**config.mk**
```make
export PLATFORM = sky130hd
export DESIGN_NAME = polymul_feeder
export DESIGN_NICKNAME = d
export VERILOG_FILES = /design/src/rtl/polymul_feeder.sv
export SDC_FILE = /design/constraint.sdc
export NUM_CORES = 1
export LEC_CHECK = 0
export ABC_AREA = 1
export CAP_MARGIN = 30
export CORE_MARGIN = 1.5
export CORE_UTILIZATION = 35
export CTS_CLUSTER_DIAMETER = 150
export DETAILED_ROUTE_END_ITERATION = 10
export DONT_BUFFER_PORTS = 1
export PLACE_DENSITY = 0.5
export SYNTH_ARGS = -nofsm -noshare
export SYNTH_HDL_FRONTEND = slang
export SYNTH_SLANG_ARGS = --single-unit
```
**constraint.sdc**
```tcl
create_clock -name clk -period 2.4 [get_ports clk]
set_input_delay 0.48 -clock clk [delete_from_list [all_inputs] [get_ports clk]]
set_output_delay 0.48 -clock clk [all_outputs]
set_load 0.1 [all_outputs]
```
**src/rtl/polymul_feeder.sv**
```systemverilog
// Pointwise-multiply feeder: walks both operand memories in lockstep and emits registered products.
// Optional operand range check is enabled by defining POLYMUL_RANGE_CHECK_EN.
module polymul_feeder #(
  parameter int N      = 1024,
  parameter int ADDR_W = 10,
  parameter int Q      = 12289
) (
  input  logic              clk,
  input  logic              reset_n,
  input  logic              start,
  input  logic              en,
  output logic              rd_en,
  output logic [ADDR_W-1:0] addr,
  input  logic [15:0]       a_data,
  input  logic [15:0]       b_data,
  output logic [31:0]       prod,
  output logic              prod_load,
  output logic              prod_en,
  output logic              busy,
  output logic              done,
  output logic              range_err
);

  typedef enum logic [1:0] {IDLE, RUN, DRAIN, DONE} state_t;

  state_t              state_q, state_d;
  logic [ADDR_W-1:0]   cnt_q, cnt_d;
  logic                drn_q, drn_d;
  logic                rd_q;
  logic [31:0]         prod_q;
  logic                load_q;

  // IDLE->RUN and DONE->IDLE ignore en so start/done are never lost to a stall
  always_ff @(posedge clk or negedge reset_n) begin
    if (!reset_n) begin
      state_q <= IDLE;
      cnt_q   <= '0;
      drn_q   <= 1'b0;
    end else begin
      state_q <= state_d;
      cnt_q   <= cnt_d;
      drn_q   <= drn_d;
    end
  end

  always_comb begin
    state_d = state_q;
    cnt_d   = cnt_q;
    drn_d   = drn_q;
    case (state_q)
      IDLE: if (start) begin
        state_d = RUN;
        cnt_d   = '0;
        drn_d   = 1'b0;
      end
      RUN: if (en) begin
        cnt_d = cnt_q + 1'b1;
        if (cnt_q == ADDR_W'(N-1)) state_d = DRAIN;
      end
      DRAIN: if (en) begin
        drn_d = ~drn_q;
        if (drn_q) state_d = DONE;
      end
      DONE: state_d = IDLE;
      default: state_d = IDLE;
    endcase
  end

  always_comb begin
    rd_en = (state_q == RUN) && en;
    busy  = (state_q != IDLE);
    done  = (state_q == DONE);
  end

  // Read strobe -> data capture -> product, all frozen while en is low
  always_ff @(posedge clk or negedge reset_n) begin
    if (!reset_n) begin
      rd_q   <= 1'b0;
      prod_q <= '0;
      load_q <= 1'b0;
    end else if (en) begin
      rd_q   <= rd_en;
      load_q <= rd_q;
      if (rd_q) prod_q <= 32'(a_data) * 32'(b_data);
    end
  end

  assign addr      = cnt_q;
  assign prod      = prod_q;
  assign prod_load = load_q;
  assign prod_en   = en;

`ifdef POLYMUL_RANGE_CHECK_EN
  localparam logic [16:0] QW = 17'(Q);
  logic err_q;

  always_ff @(posedge clk or negedge reset_n) begin
    if (!reset_n)
      err_q <= 1'b0;
    else if (state_q == IDLE && start)
      err_q <= 1'b0;
    else if (en && rd_q && (({1'b0, a_data} >= QW) || ({1'b0, b_data} >= QW)))
      err_q <= 1'b1;
  end

  assign range_err = err_q;
`else
  assign range_err = 1'b0;
`endif

endmodule
```
==> results.cfg <==
[route]
wl_per_cell_um = 15.00
via_count = 9362
ant_nets = 0
routed_via_density = 4.475
routed_wl_mm = 31.37
drc = 0
dr.pass1.iters = 4
drt_iter0_markers = 392

[logic_synthesis]
synth_warnings = 0
yosysSeqAreaShare_pct = 10.25
synth_nets = 1937
synth_top_area_share_pct = 33.85
syn_area_um2 = 11470
synthTopCellsByArea = fa_1, nand2_1, inv_1
syn_avg_cell_area_um2 = 7.184
synth_cells = 1597
yosys_register_bits = 47
yosysTopAreaCell = fa_1
netlist-cell-type-count = 37

[clock_network]
clock_sinks = 47
cts_tree = built
cts_max_level = 2
clockBufferDepth = 2
numCtsBuffers = 5
clkLatencyLatePin_ns = 0.30
cts_root_buffer = clkbuf_16
clkTransAtPathRegs_ns = 0.06

[finish]
nFillCells = 3401
drive_above_1_share_pct = 21.09
seq_area_um2 = 1176
multi_input_area_um2 = 9298
n_antenna_cell = 0
syn2layout_area_growth_pct = 20.75
nNetsFinal = 1989

[setup_path]
cp.required_ns = 2.58
crit_path_start_kind = primary input
crit_chain = nand2_4, inv_2, fa_1, inv_1, fa_2, fa_2, fa_1, inv_2, fa_1, inv_2, fa_1, inv_2, ha_4, nand2_4, nor2_4, nand3_2, nand3b_1, nand2_1, nand2_1, nand2_1, nand3_1, nand2_1
crit_type = primary input to flip-flop
critical-path-max-stage-delay_ns = 0.54
endpoint_kind = flip-flop
cp_max_fo = 16
worstPathArrival_ns = 5.05
crit_slowest_cell = fa_1

[global_routing]
grt_pass1_wl_mm = 52.85
grt_max_degree = 48
overflow = 0
grt_util_all_layers_pct = 19.94
antenna_found_initial = 0
grt_pass1_vias = 9916

[sta]
hold_slack_ns = 0.03805
setup_slack_ns = -2.469
maxSlewHeadroom_pct = 48.20
tns_ns = -57.91
finalHoldViolCount = 0
min_period_ns = 4.869
setup_viol = 28
fmax_mhz = 205.4
rsz0062_at_grt = yes
fin_skew_ns = 0.009068
maxSlewViolCount = 0
tightest_slew_ns = 0.7762
finalCritPeriodShare_pct = 202.9

[floorplanning]
core-area_um2 = 32370
die_y_um = 184.0
row_count = 66
die_x_um = 184.0
start_util_pct = 35.44
die-area_um2 = 33870
ios = 84

[hold_path]
hp-class = primary input to asynchronous set/reset pin

[place]
hpwl_mm = 25.49
globalplace.congestion = 0.8503
portBuffers = 0

[status]
status = finished with violations
violations = negative setup slack

[run]
cap_violations = 0
## synth_stat cells
cell	n
xor2_1	2
o22ai_1	1
nor3b_1	2
nor3b_2	1
o211ai_4	1
nor4_1	1
nand3_4	1
fa_1	194
or2_1	1
o21ai_1	11
nor2_1	40
nand2_2	2
dfrtp_1	47
a21o_1	1
xnor2_1	11
a211oi_1	1
ha_1	110
a21oi_2	1
o21ai_0	16
or2_2	1
nor3_1	3
inv_2	2
nand4_1	8
inv_1	452
a32o_1	1
a21oi_1	28
o21bai_1	1
conb_1	1
nand2b_1	1
nor2_2	8
buf_4	2
buf_6	1
nand3_1	37
nand3b_1	8
clkbuf_1	70
nand2_1	528
inv_4	1
## worst max-delay path, delay by kind of cell
kind | cells | cell delay [ns]
fa+ha+maj | 7 | 3.33
buf+inv | 5 | 0.23
simple gates | 10 | 0.98
## registers in the layout, summed over array words and instances (netlist names)
name	flops
prod	32
addr	10
prod_load	1
state_q	2
drn_q	1
rd_q	1
## cell usage in the layout, fill, tap and decap left out, types with 17 or more instances in the layout
master,netlist,layout
ha_4,0,21
inv_2,2,52
ha_1,110,87
nand2_4,0,30
o21ai_1,11,18
fa_1,194,185
a21oi_1,28,17
nor2_1,40,31
nand3_1,37,24
inv_1,452,398
nand2_1,528,451
buf_4,2,104
dfrtp_1,47,47
nand2_2,2,44
## worst paths after layout
kind | endpoint | startpoint | slack, ns | cells past startpoint
max in group asynchronous | prod[30]$_DFFE_PN0P_ | reset_n | 2.14 | 1
worst max-delay path | prod[22]$_DFFE_PN0P_ | b_data[4] | -2.47 | 22
min in group clk | rd_q$_DFFE_PN0P_ | en | 0.34 | 2
worst max register to register | addr[6]$_DFFE_PN0P_ | state_q[0]$_DFFE_PN0P_ | 0.57 | 10
worst min register to register | rd_q$_DFFE_PN0P_ | rd_q$_DFFE_PN0P_ | 0.48 | 2
worst min-delay path | addr[0]$_DFFE_PN0P_ | reset_n | 0.04 | 1
## what timing repair did
item,in CTS,in global routing
setup endpoints to repair,28,28
pin swaps,79,91
hold endpoints to repair,47,0
cloned,0,0
setup buffers,9,7
gates resized for setup,85,108
hold buffers,1,0
## final cells by class
cell class	instances	area share [%]
sequential	47	8.490
inverter	455	12.42
timing repair buffer	118	6.891
clock inverter	1	0.06322
multi-input combinational	1022	67.12
clock buffer	7	1.030
tap	442	3.992
## metrics by stage
stage	cell area, um2	cells	utilization (%)	worst slack (ns)
6_report	13850	2092	42.80	-2.469
5_1_grt	13850	2092	42.80	-2.636
4_1_cts	13460	2088	41.57	-2.478
3_5_place_dp	12920	2070	39.93	-2.903
3_3_place_gp	12920	2070	39.93	-2.898
2_1_floorplan	12290	1597	-	-2.640
## logic make-up (layout without fill, tap and decap cells)
kind of cell | after synthesis | after routing | synth area share [%]
simple gates | 642 | 642 | 22.45
buf+inv | 528 | 581 | 17.43
fa+ha+maj | 304 | 304 | 45.85
compound gates | 62 | 62 | 2.999
flops | 47 | 47 | 10.25
xor+xnor | 13 | 13 | 0.9925
other cells | 1 | 1 | 0.03269
## metal layers
layer / vias up / part of all wire [%] / GRT usage (%)
met3: 12 / 4.4 / 2.555
li1: 4631 / - / -
met2: 132 / 47 / 33.56
met1: 4587 / 47 / 27.94
met4: 0 / 0.83 / 2.754
met5: - / 0 / 0
Power is not shown: default switching activity piles up to over one toggle a cycle in this logic, so the estimate is an artifact.
